`src/rtl/if_stage_if.sv`:
```
// ----------------------------------------------------------------------------
// if_stage_if
// Instruction-memory bus between the fetch stage and the instruction memory.
//   imem_addr  : word address presented by the fetch stage (always 4-aligned)
//   imem_rdata : instruction word, combinational read of imem_addr
// Modports:
//   master : the fetch stage (drives the address, receives the word)
//   slave  : the instruction memory (receives the address, returns the word)
// ----------------------------------------------------------------------------
interface if_stage_if;
  logic [31:0] imem_addr;
  logic [31:0] imem_rdata;

  modport master (output imem_addr, input imem_rdata);
  modport slave  (input imem_addr, output imem_rdata);
endinterface

```
`src/rtl/if_stage.sv`:
```
// ----------------------------------------------------------------------------
// if_stage
// Instruction-fetch stage plus IF/ID pipeline register of the 32-bit pipelined
// RISC core. Holds the program counter, presents it on the instruction-memory
// bus and latches the returned word into IF/ID. A taken branch or a jump
// redirects the PC and replaces IF/ID with a bubble; a load-use stall freezes
// both the PC and IF/ID.
//
// Ports:
//   clk           : clock, all state changes on the rising edge
//   res           : synchronous active-high reset
//   stall         : hold PC and IF/ID (hazard unit)
//   branch_taken  : resolved taken branch from a later stage (highest priority)
//   branch_target : branch destination, bits [1:0] discarded
//   jump          : jump decoded in ID
//   jump_target   : jump destination, bits [1:0] discarded
//   imem          : instruction-memory bus (master side)
//   pc            : current fetch PC
//   ifid_instr    : registered instruction word
//   ifid_pc4      : registered PC+4 belonging to ifid_instr
//   ifid_valid    : 1 = real instruction, 0 = bubble
//   opcode        : ifid_instr[31:26], straight to the decode control unit
//
// Parameters:
//   RESET_PC  : PC loaded on reset
//   NOP_INSTR : bubble word written into IF/ID on reset and on flush
// ----------------------------------------------------------------------------
module if_stage #(
  parameter logic [31:0] RESET_PC  = 32'h0000_0000,
  parameter logic [31:0] NOP_INSTR = 32'h0000_0000
) (
  input  logic              clk,
  input  logic              res,
  input  logic              stall,
  input  logic              branch_taken,
  input  logic [31:0]       branch_target,
  input  logic              jump,
  input  logic [31:0]       jump_target,
  if_stage_if.master        imem,
  output logic [31:0]       pc,
  output logic [31:0]       ifid_instr,
  output logic [31:0]       ifid_pc4,
  output logic              ifid_valid,
  output logic [5:0]        opcode
);

  // Per-cycle action. This is not a held state: every cycle picks one action
  // purely from the current inputs, in priority order.
  typedef enum logic [2:0] {
    ACT_RESET  = 3'd0,
    ACT_BRANCH = 3'd1,
    ACT_JUMP   = 3'd2,
    ACT_STALL  = 3'd3,
    ACT_FETCH  = 3'd4
  } act_t;

  // Clears the two byte-offset bits of a redirect target. Masking (rather than
  // slicing) keeps every input bit used.
  function automatic logic [31:0] align_word(input logic [31:0] addr);
    return addr & 32'hFFFF_FFFC;
  endfunction

  act_t        act_s;
  logic [31:0] pc_r;
  logic [31:0] instr_r;
  logic [31:0] pc4_r;
  logic        valid_r;

  logic [31:0] pc_plus4_s;
  logic [31:0] pc_nxt_s;
  logic [31:0] instr_nxt_s;
  logic [31:0] pc4_nxt_s;
  logic        valid_nxt_s;

  // Modulo-2^32 increment; FFFF_FFFC wraps to 0 and the same sum feeds IF/ID.
  assign pc_plus4_s = pc_r + 32'd4;

  // Action select: res > branch_taken > jump > stall > sequential fetch.
  // The branch comes from an older instruction than the jump in ID, so it
  // wins; a jump ignores stall because the jump itself has left IF/ID.
  always_comb begin
    act_s = ACT_FETCH;
    if (res) begin
      act_s = ACT_RESET;
    end else if (branch_taken) begin
      act_s = ACT_BRANCH;
    end else if (jump) begin
      act_s = ACT_JUMP;
    end else if (stall) begin
      act_s = ACT_STALL;
    end else begin
      act_s = ACT_FETCH;
    end
  end

  // Next values of PC and IF/ID for the selected action.
  always_comb begin
    pc_nxt_s    = pc_r;
    instr_nxt_s = instr_r;
    pc4_nxt_s   = pc4_r;
    valid_nxt_s = valid_r;
    case (act_s)
      ACT_RESET: begin
        pc_nxt_s    = RESET_PC;
        instr_nxt_s = NOP_INSTR;
        pc4_nxt_s   = 32'h0000_0000;
        valid_nxt_s = 1'b0;
      end
      ACT_BRANCH: begin
        pc_nxt_s    = align_word(branch_target);
        instr_nxt_s = NOP_INSTR;
        pc4_nxt_s   = 32'h0000_0000;
        valid_nxt_s = 1'b0;
      end
      ACT_JUMP: begin
        pc_nxt_s    = align_word(jump_target);
        instr_nxt_s = NOP_INSTR;
        pc4_nxt_s   = 32'h0000_0000;
        valid_nxt_s = 1'b0;
      end
      ACT_STALL: begin
        pc_nxt_s    = pc_r;
        instr_nxt_s = instr_r;
        pc4_nxt_s   = pc4_r;
        valid_nxt_s = valid_r;
      end
      ACT_FETCH: begin
        pc_nxt_s    = pc_plus4_s;
        instr_nxt_s = imem.imem_rdata;
        pc4_nxt_s   = pc_plus4_s;
        valid_nxt_s = 1'b1;
      end
      default: begin
        // Unreachable encodings fall back to a flush so the pipe never sees
        // a stale word marked valid.
        pc_nxt_s    = RESET_PC;
        instr_nxt_s = NOP_INSTR;
        pc4_nxt_s   = 32'h0000_0000;
        valid_nxt_s = 1'b0;
      end
    endcase
  end

  // PC and IF/ID registers; reset is folded into the action select above.
  always_ff @(posedge clk) begin
    pc_r    <= pc_nxt_s;
    instr_r <= instr_nxt_s;
    pc4_r   <= pc4_nxt_s;
    valid_r <= valid_nxt_s;
  end

  assign pc             = pc_r;
  assign imem.imem_addr = pc_r;
  assign ifid_instr     = instr_r;
  assign ifid_pc4       = pc4_r;
  assign ifid_valid     = valid_r;
  assign opcode         = instr_r[31:26];

endmodule

```
`src/flat_wrapper.sv`:
```
// flat-port wrapper written by rule: the top's interface ports become plain ports
module if_stage_flat 
#(
  parameter logic [31:0] RESET_PC  = 32'h0000_0000,
  parameter logic [31:0] NOP_INSTR = 32'h0000_0000
)
  (clk, res, stall, branch_taken, branch_target, jump, jump_target, pc, ifid_instr, ifid_pc4, ifid_valid, opcode, imem_imem_addr, imem_imem_rdata);
  if_stage_if imem_i ();
  input  logic clk;
  input  logic res;
  input  logic stall;
  input  logic branch_taken;
  input  logic [31:0] branch_target;
  input  logic jump;
  input  logic [31:0] jump_target;
  output logic [31:0] pc;
  output logic [31:0] ifid_instr;
  output logic [31:0] ifid_pc4;
  output logic ifid_valid;
  output logic [5:0] opcode;
  output wire logic [$bits(imem_i.imem_addr)-1:0] imem_imem_addr;
  input wire logic [$bits(imem_i.imem_rdata)-1:0] imem_imem_rdata;
  assign imem_imem_addr = imem_i.imem_addr;
  assign imem_i.imem_rdata = imem_imem_rdata;
  if_stage #(.RESET_PC(RESET_PC), .NOP_INSTR(NOP_INSTR)) u_core (.clk(clk), .res(res), .stall(stall), .branch_taken(branch_taken), .branch_target(branch_target), .jump(jump), .jump_target(jump_target), .imem(imem_i), .pc(pc), .ifid_instr(ifid_instr), .ifid_pc4(ifid_pc4), .ifid_valid(ifid_valid), .opcode(opcode));
endmodule
```
`config.mk`:
```
export PLATFORM = sky130hd
export DESIGN_NAME = if_stage_flat
export DESIGN_NICKNAME = d
export VERILOG_FILES = /design/src/rtl/if_stage_if.sv /design/src/rtl/if_stage.sv /design/src/flat_wrapper.sv
export SDC_FILE = /design/constraint.sdc
export NUM_CORES = 1
export LEC_CHECK = 0
export ABC_AREA = 1
export BUFFER_PORTS_ARGS = -buffer_cell sky130_fd_sc_hd__buf_2
export CAP_MARGIN = 20
export CORE_MARGIN = 2
export CORE_UTILIZATION = 50
export DETAILED_ROUTE_END_ITERATION = 8
export PLACE_DENSITY = 0.85
export SLEW_MARGIN = 20
export SYNTH_ARGS = -nofsm -noshare
export SYNTH_HDL_FRONTEND = slang
export SYNTH_SLANG_ARGS = --single-unit
```
`constraint.sdc`:
```
create_clock -name clk -period 5.8 [get_ports clk]
set_input_delay 0.29 -clock clk [delete_from_list [all_inputs] [get_ports clk]]
set_output_delay 0.29 -clock clk [all_outputs]
set_load 0.03 [all_outputs]
```
# Yosys cells after proc, flatten, opt, wreduce, memory -nomap -nowiden
# Index checks and enable logic that the tools add are counted.
# totals
register_bits	97
in_bits	101
out_inout_bits	135
wordCells	17
# op_classes
addsub	1
eq_ne	4
mux	8
# op_table
op	count
$pmux W32 S2	2
$pmux W32 S4	1
$add A32 B3 Y32 const B	1
$mux W3	4
$eq A3 B2 Y1 const B	2
$eq A3 B1 Y1 const B	1
$eq A3 B3 Y1 const B	1
$pmux W1 S2	1

# Logic depth before layout (Yosys ltp)
# Gate-level depths: netlist of run 1.
# depth
depth_word	6
depth_mapped	9

# Worst setup path after synthesis of run 1
# OpenSTA, ideal clock, no wires.
# synth_timing
kind	input to register
from	input port branch_taken
to	register u_core.instr_r[0] (netlist: u_core.ifid_instr[0]), enable pin
arrival_ps	2474
required_time_ps	4696
path_slack_ps	2222
cell_stages	2
n_path_buf	0
cell_sequence	nor2_2 nand3b_1
# synth_via
elab_chain_cells	3
# synth_lines
element	line	source
start, declared	flat_wrapper.sv:12	input logic branch_taken;
$mux W3	if_stage.sv:85	end else if (branch_taken) begin
$mux W3	if_stage.sv:83	if (res) begin
$eq A3 B2 Y1	if_stage.sv:102	case (act_s)
end signal, assigned	if_stage.sv:147	instr_r <= instr_nxt_s;
end, declared	if_stage.sv:65	logic [31:0] instr_r;
# No other way between the ends.
# A chain may end at the register's enable or synchronous reset.

# Worst setup path in the final report of run 1
# layout_timing
from	register u_core.pc_r[2] (netlist: u_core.imem.imem_addr[2])
to	register u_core.pc_r[26] (netlist: u_core.imem.imem_addr[26]), data pin
# layout_via
elab_chain_cells	2
# layout_lines
element	line	source
start, declared	if_stage.sv:64	logic [31:0] pc_r;
start signal, assigned	if_stage.sv:146	pc_r <= pc_nxt_s;
$add A32 B3 Y32	if_stage.sv:76	assign pc_plus4_s = pc_r + 32'd4;
$pmux W32 S4	if_stage.sv:102	
# No other way between the ends.

==> results.ini, run 1 <==
[power]
switching_share = 0.295
cellLeakagePower_nw = 3.49
p_switching_uw = 462
finalPower_mw = 1.56
pwr-share-seq = 0.517
comb_power_share = 0.177
internal_power_mw = 1.10
peakVddDrop_v = 0.000148
p_per_area_mw_per_mm2 = 247
p_clk_frac = 0.306

[logic_synthesis]
synth_commonest_cells = nand2_1 (136), inv_1 (108), edfxtp_1 (93), nor2_1 (76), buf_4 (43)
async_flop_share = 0
synth_cell_type_count = 27
synth_edf_count = 93
avgSynthCellArea_um2 = 9.05
yosys_warnings = 0
ys_seq_elements = 93
synthFlopType = edfxtp_1
synth_area_leaders = edfxtp_1 (54%), nand2_1 (9.9%), inv_1 (7.9%), buf_4 (6.3%), nor2_1 (5.5%)
synth.top_cell.area_share = 0.541
yosysTopAreaCell = edfxtp_1
yosysMostFrequentCell = nand2_1
synthCells = 570
syn_area_mm2 = 0.00516
ys_seq_area_frac = 0.541

[routing]
wl_per_cell_um = 13.3
routed_wl_mm = 12.0
drc = 0
dr.pass1.iters = 5
drt_iter0_drc = 223
viasPerCell = 4.68
ant_nets = 0
vias = 4225

[sta]
tns_ps = 0
fmax_mhz = 554
layout_setup_ws_ps = 3990
rsz0062_at_grt = false
finalCritPeriodShare = 0.311
maxSlewViolCount = 0
relSlewSlack = 0.435
worstMarginPinSlew_ps = 847
setup-violations-final = 0
period_needed_ps = 1810
whs_ps = 206
hold_viol_final = 0
skew_ps = 13.3

[finish]
fin_area_mm2 = 0.00633
utilization = 0.621
syn_to_final_growth_pct = 22.7
seqCellArea_mm2 = 0.00279
fill_cells = 898
n_antenna_cell = 0
layoutNonFillerInstCount = 902
drive_gt1_frac = 0.376
multi_input_area_mm2 = 0.00156
finalNetCount = 864

[critical_path]
ff2ff_path_depth = 8
criticalPathCategory = reg2reg
crit_slowest_cell = edfxtp_1
arrival_ps = 1930
cp_cell_sequence = ha_1, nand2_1, nor2_2, nand2_4, nor2_4, nand3_1, nand3_2, nand2_1
rr_endpoint = u_core.imem.imem_addr[26]
r2r_slack_ps = 3990
end_kind = register
required_ps = 5920
cp_max_fo = 7
cp_common_cell = nand2_1
crit_path_start_kind = register
r2r_start = u_core.imem.imem_addr[2]
max_stage_delay_ps = 500

[clocking]
cts_tree = built
clockRootBuffer = clkbuf_8
clk_pin_slew_ps = 100
numCtsBuffers = 9
post_cts_buffers = 0
cts_resized = 0
clkSinkCount = 93
cts_max_level = 3
hold_buffers = 0
clk_path_buf_depth = 2
clk-insertion-delay-late_ps = 360

[placed_design]
dp_hpwl_mm = 9.04
place_area_mm2 = 0.00608
dp_cells = 885
post-place-ws_ps = 3240
port_buffers = 225
place_congestion = 0.901

[global_route]
grt_pass1_vias = 3941
grt_antenna_before_repair = 0
grt_max_degree = 70
grt_pass1_wl_mm = 19.1
track_usage = 0.221
grt.overflow.total = 0

[die]
placementRows = 37
core-area_mm2 = 0.0102
pin_count = 236
start_util = 0.506
dieArea_mm2 = 0.0111
die_h_um = 106
dieWidth_um = 106

[flow_run]
max_cap_viol_count = 0

[min_path]
min_path_type = in2reg
hold_path_startpoint = jump_target[18]
whs_endpoint = u_core.imem.imem_addr[18]
min_path_cells = 3

[status]
status = finished, final reports clean

==> sequential cells by signal, summed over array words and instances, names as in the netlist <==
| name | cells |
|---|---|
| u_core.ifid_instr | 32 |
| u_core.ifid_pc4 | 30 |
| u_core.imem.imem_addr | 30 |
| u_core.ifid_valid | 1 |
==> power groups by stage <==
stage	sequential (mW)	combinational, mW	clock [mW]
2_1_floorplan	0.890	0.139	0
3_3_place_gp	0.823	0.274	0
3_5_place_dp	0.824	0.278	0
4_1_cts	0.809	0.278	0.490
5_1_grt	0.814	0.298	0.516
6_report	0.808	0.277	0.479
==> area by class of cell <==
class / count / area share
Timing Repair Buffer: 230 / 0.186
Clock inverter: 6 / 0.0148
Sequential cell: 93 / 0.441
Clock buffer: 9 / 0.0196
Inverter: 110 / 0.0653
Tap cell: 136 / 0.0269
Multi-Input combinational cell: 318 / 0.246
==> critical path: cells and delay by family (launching register included) <==
family	cells	cell delay [ps]
flops	1	500
fa+ha+maj	1	220
simple gates	7	840
==> layout by cell type, fill, tap and decap left out, drive strengths merged <==
cell,Yosys,final
o211ai,3,3
nand3,51,51
ha,1,1
clkinvlp,0,1
o21ai,7,7
buf,54,230
clkbuf,0,9
nor3b,1,1
bufinv,0,2
conb,1,6
nor2,89,89
nand2,140,140
inv,110,111
edfxtp,93,93
or2,2,2
a22o,14,14
clkinv,0,2
o21bai,1,1
and2,1,1
nand3b,2,2
==> worst max-delay path by stage <==
stage                                  start                         to  slack [ps]
floorplan                       branch_taken       u_core.ifid_instr[0]        2220
global placement                         res  u_core.imem.imem_addr[31]        3270
detailed placement                       res  u_core.imem.imem_addr[19]        3240
CTS                                      res  u_core.imem.imem_addr[20]        3620
global route        u_core.imem.imem_addr[2]  u_core.imem.imem_addr[18]        3810
finish              u_core.imem.imem_addr[2]  u_core.imem.imem_addr[26]        3990
==> cell families after synthesis <==
group           share of synthesized area
flops                               0.541
simple gates                        0.259
fa+ha+maj                         0.00243
other cells                      0.000727
compound gates                     0.0364
buf+inv                             0.160
==> per-layer routing <==
metal  global-route usage  share of wire  vias to the layer above
met5                    0              0                        -
met4               0.0705          0.014                        0
met3               0.0396          0.078                       14
met2                0.391           0.51                      184
met1                0.275           0.40                     1900
li1                     -              -                     2127
Power figures use the tool's default switching activity.
==> run 2: changes to the inputs <==
--- a/config.mk
+++ b/config.mk
@@ -9,9 +9,9 @@
 export BUFFER_PORTS_ARGS = -buffer_cell sky130_fd_sc_hd__buf_2
 export CAP_MARGIN = 20
 export CORE_MARGIN = 2
-export CORE_UTILIZATION = 50
+export CORE_UTILIZATION = 48
 export DETAILED_ROUTE_END_ITERATION = 8
-export PLACE_DENSITY = 0.85
+export PLACE_DENSITY = 0.82
 export SLEW_MARGIN = 20
 export SYNTH_ARGS = -nofsm -noshare
 export SYNTH_HDL_FRONTEND = slang
==> constraint.sdc (replaced) <==
create_clock -name clk -period 1.9 [get_ports clk]
set_input_delay 0.095 -clock clk [delete_from_list [all_inputs] [get_ports clk]]
set_output_delay 0.095 -clock clk [all_outputs]
set_load 0.03 [all_outputs]
==> run 2 against run 1 <==
Wire length increased by 5.0%. Sequential share of layout area down 0.79 points. Global-route usage shrank 0.11 points. Final cell count increased by 0.78%. Clock power grew to 3.4 times the previous value. Highest routed layer unchanged.
==> results.ini, run 2 (synthesis gave the netlist of run 1 again) <==
[global_route]
grt.overflow.total = 0
grt_pass1_wl_mm = 19.4
grt_max_degree = 51
grt_pass1_vias = 4084
track_usage = 0.220
grt_antenna_before_repair = 1

[routing]
viasPerCell = 4.70
vias = 4272
drt_iter0_drc = 209
drc = 0
wl_per_cell_um = 13.8
dr.pass1.iters = 5
routed_wl_mm = 12.6
ant_nets = 0

[finish]
final_common_cell = buf_2
finalNetCount = 871
fin_area_mm2 = 0.00644
layout_common_cells = buf_2 (225), nand2_1 (136), inv_1 (108)
syn_to_final_growth_pct = 24.9
layoutNonFillerInstCount = 909
drive_gt1_frac = 0.382
utilization = 0.621
n_antenna_cell = 0
largest_register_ffs = 32

[clocking]
clk_path_buf_depth = 2
clk-insertion-delay-late_ps = 370
clkSinkCount = 93
cts_max_level = 3
cts_tree = built
clockRootBuffer = clkbuf_8
numCtsBuffers = 9
clk_pin_slew_ps = 90
hold_buffers = 0

[placed_design]
port_buffers = 225
place_congestion = 0.927
dp_cells = 892
dp_hpwl_mm = 9.77
place_area_mm2 = 0.00618

[power]
internal_power_mw = 3.52
p_switching_mw = 1.44
switching_share = 0.290
p_per_area_mw_per_mm2 = 770
comb_power_share = 0.176
peakVddDrop_v = 0.000460
pwr-share-seq = 0.497
finalPower_mw = 4.96
cellLeakagePower_nw = 3.56
p_clk_frac = 0.327

[sta]
whs_ps = 13.0
finalCritPeriodShare = 0.887
skew_ps = 8.07
period_needed_ps = 1690
rsz0062_at_grt = false
maxSlewViolCount = 0
setup-violations-final = 0
fmax_mhz = 593
hold_viol_final = 0

[critical_path]
max_stage_delay_ps = 430
r2r_slack_ps = 210
end_kind = register
crit_path_start_kind = register
criticalPathCategory = reg2reg
cp_cell_sequence = ha_1, nand2_1, inv_1, nand3_1, nor2_2, nand3_1, nand3_2, nand2_1
crit_slowest_cell = edfxtp_1
cp_max_fo = 5
required_ps = 2030
arrival_ps = 1810

[min_path]
min_path_type = in2reg

[die]
dieWidth_um = 108
start_util = 0.497
die_h_um = 108
placementRows = 37
pin_count = 236
dieArea_mm2 = 0.0116
core-area_mm2 = 0.0104

[flow_run]
max_cap_viol_count = 0

[status]
status = finished, final reports clean

-- run 2: changes by cell type in the layout (fill, tap and decap cells not counted), sizes merged --
cell	before	now
clkinv	2	0
bufinv	2	3
inv	111	112
buf	230	237
-- run 2: power groups by stage --
stage | sequential, mW | combinational, mW | clock, mW
CTS | 2.47 | 0.874 | 1.65
finish | 2.46 | 0.873 | 1.62
global placement | 2.51 | 0.859 | 0
detailed placement | 2.51 | 0.872 | 0
floorplan | 2.72 | 0.425 | 0
global route | 2.48 | 0.939 | 1.74
-- run 2: stage by stage --
stage	setup slack, ps	TNS (ps)
floorplan	-1470	-137070
global placement	227	0
detailed placement	192	0
CTS	185	0
global route	45.1	0
finish	215	0
-- run 2: layout make-up --
cell class                      instances  area, µm²
Tap cell                              136        170
Clock inverter                          6        120
Multi-Input combinational cell        318       1570
Timing Repair Buffer                  237       1250
Clock buffer                            9        124
Sequential cell                        93       2790
Fill cell                             939       3930
Inverter                              110        413
-- run 2: worst paths after layout --
| path | cells after the start | end | start |
|---|---|---|---|
| setup / recovery | 8 | u_core.imem.imem_addr[24] | u_core.imem.imem_addr[3] |
| hold / removal | 3 | u_core.imem.imem_addr[5] | jump_target[5] |
| setup reg to reg | 8 | u_core.imem.imem_addr[24] | u_core.imem.imem_addr[3] |
| hold reg to reg | 4 | u_core.ifid_pc4[31] | u_core.imem.imem_addr[31] |
-- run 2: repair_timing --
item                                    CTS  global route
resized for setup                         0             1
endpoints found under the setup margin    0             3
setup buffers                             0             2
endpoints found under the hold margin     0             0
-- run 2: metal layers --
metal  vias to the layer above  global-route usage  routed length [µm]
li1                       2140                   -                   -
met4                         0              0.0614                 180
met1                      1955               0.260                4890
met3                        14              0.0533                 982
met5                         -                   0                   0
met2                       163               0.397                6520
-- run 2: critical path: cells and delay by family (launching register included) --
| kind | cells | cell delay [ps] |
|---|---|---|
| buffers and inverters | 1 | 110 |
| and+or+nand+nor | 6 | 730 |
| adders and majority gates | 1 | 190 |
| DFF | 1 | 430 |
==> run 3: changes to the inputs <==
--- a/config.mk
+++ b/config.mk
@@ -9,9 +9,9 @@
 export BUFFER_PORTS_ARGS = -buffer_cell sky130_fd_sc_hd__buf_2
 export CAP_MARGIN = 20
 export CORE_MARGIN = 2
-export CORE_UTILIZATION = 48
+export CORE_UTILIZATION = 35
 export DETAILED_ROUTE_END_ITERATION = 8
-export PLACE_DENSITY = 0.82
+export HOLD_SLACK_MARGIN = 0.1
 export SLEW_MARGIN = 20
 export SYNTH_ARGS = -nofsm -noshare
 export SYNTH_HDL_FRONTEND = slang
==> run 3 against run 2 <==
First-iteration DRC count rose by 4.8%. Register-to-register slack got worse by 90 ps. Power rose by 4.3%. Clock power rose by 6%. Clock skew shrank 1.2 ps. Hold slack better by 110 ps. Design area is 12% higher. Non-clock buffer count rose by 71. Utilization shrank 12 points. Sequential share of layout area decreased by 4.6 points. Via count up 5.5%. Wire length rose by 11%. Critical endpoint is now u_core.imem.imem_addr[3]. Largest power group unchanged.
==> results.ini, run 3 (synthesis gave the netlist of run 1 again) <==
[routing]
viasPerCell = 4.38
vias = 4506
ant_nets = 0
routed_wl_mm = 14.0
drt_iter0_drc = 219
dr.pass1.iters = 4
wl_per_cell_um = 13.6
drc = 0

[die]
dieArea_mm2 = 0.0157
dieWidth_um = 125
die_h_um = 125
placementRows = 44
core-area_mm2 = 0.0145
start_util = 0.356
pin_count = 236

[sta]
hold_viol_final = 0
maxSlewViolCount = 0
skew_ps = 6.88
worstMarginPinSlew_ps = 648
relSlewSlack = 0.567
setup-violations-final = 0
tns_ps = 0
rsz0062_at_grt = false
period_needed_ps = 1770
finalCritPeriodShare = 0.934
fmax_mhz = 564

[clocking]
cts_resized = 0
clk_pin_slew_ps = 70
numCtsBuffers = 9
cts_tree = built
clkSinkCount = 93
cts_max_level = 3
clk-insertion-delay-late_ps = 350
clk_path_buf_depth = 2
clockRootBuffer = clkbuf_16

[power]
cellLeakagePower_nw = 3.87
finalPower_mw = 5.17
peakVddDrop_v = 0.000414
p_per_area_mw_per_mm2 = 718

[finish]
finalNetCount = 942
drive_gt1_frac = 0.357
syn_to_final_growth_pct = 39.7
final_common_cell = buf_2
largest_register_ffs = 32
layout_common_cells = buf_2 (225), nand2_1 (136), inv_1 (108)
n_antenna_cell = 0
utilization = 0.497

[placed_design]
port_buffers = 225
dp_hpwl_mm = 10.0
place_congestion = 0.899

[global_route]
grt_antenna_before_repair = 0
grt.overflow.total = 0
grt_pass1_vias = 4408
track_usage = 0.182
grt_pass1_wl_mm = 22.2
grt_max_degree = 72

[critical_path]
criticalPathCategory = reg2reg
cp_max_fo = 5
end_kind = register
arrival_ps = 1880
crit_path_start_kind = register
required_ps = 2010

[flow_run]
max_cap_viol_count = 0

[min_path]
min_path_type = in2reg

[status]
status = finished, final reports clean

[run 3: cell count changes in the layout (fill, tap and decap cells not counted), moves of 3 or more]
cell / delta
buf_4: +9
bufinv_16: -3
clkbuf_16: +9
clkbuf_8: -9
clkinv_4: +3
dlygate4sd3_1: +64
[run 3: layer usage]
layer / routed length (µm) / share of wire / up-vias / GRT usage
met5: 0 / 0 / - / 0
met1: 5730 / 0.41 / 2044 / 0.221
met4: 285 / 0.020 / 0 / 0.0673
met2: 7070 / 0.50 / 157 / 0.317
met3: 918 / 0.066 / 18 / 0.0407
li1: - / - / 2287 / -
[run 3: path summary, 6_finish.rpt]
| kind | startpoint | end | slack, ps | cells past startpoint |
|---|---|---|---|---|
| min reg2reg | u_core.imem.imem_addr[2] | u_core.ifid_pc4[2] | 680 | 1 |
| max reg2reg | u_core.imem.imem_addr[2] | u_core.imem.imem_addr[3] | 130 | 4 |
| min | jump_target[29] | u_core.imem.imem_addr[29] | 120 | 4 |
| max | u_core.imem.imem_addr[2] | u_core.imem.imem_addr[3] | 130 | 4 |
[run 3: final cells by class]
class	count	area [µm²]
tap	184	230
inverter	110	413
clock buffer	10	229
clock inverter	6	47.5
timing repair buffer	308	1920
multi-input combinational	318	1570
sequential	93	2790
fill	1384	7280
[run 3: worst max-delay path, stage by stage, from the launching register on]
cell           delay [ps]
edfxtp_1              470
ha_1                  320
inv_1                  80
o211ai_1               90
dlygate4sd3_1         570
[run 3: repair_timing]
item | CTS | global route
hold endpoints to repair | 48 | 0
buffers inserted | 0 | 3
setup endpoints to repair | 0 | 17
hold buffers | 64 | 0
[run 3: metrics by stage]
step | cell area [µm²] | hold WS [ps] | setup WS (ps) | instances
after floorplan | 5180 | 298 | -1470 | 575
after global placement | 6260 | 387 | 122 | 946
after detailed placement | 6260 | 388 | 84.1 | 946
after CTS | 7180 | 109 | 69.2 | 1026
after global routing | 7200 | 131 | 26.8 | 1029
final | 7200 | 121 | 126 | 1029
[run 3: where the power goes]
part	switching [mW]	internal, mW
combinational	0.624	0.364
clock	0.826	0.898
sequential	0.0978	2.37
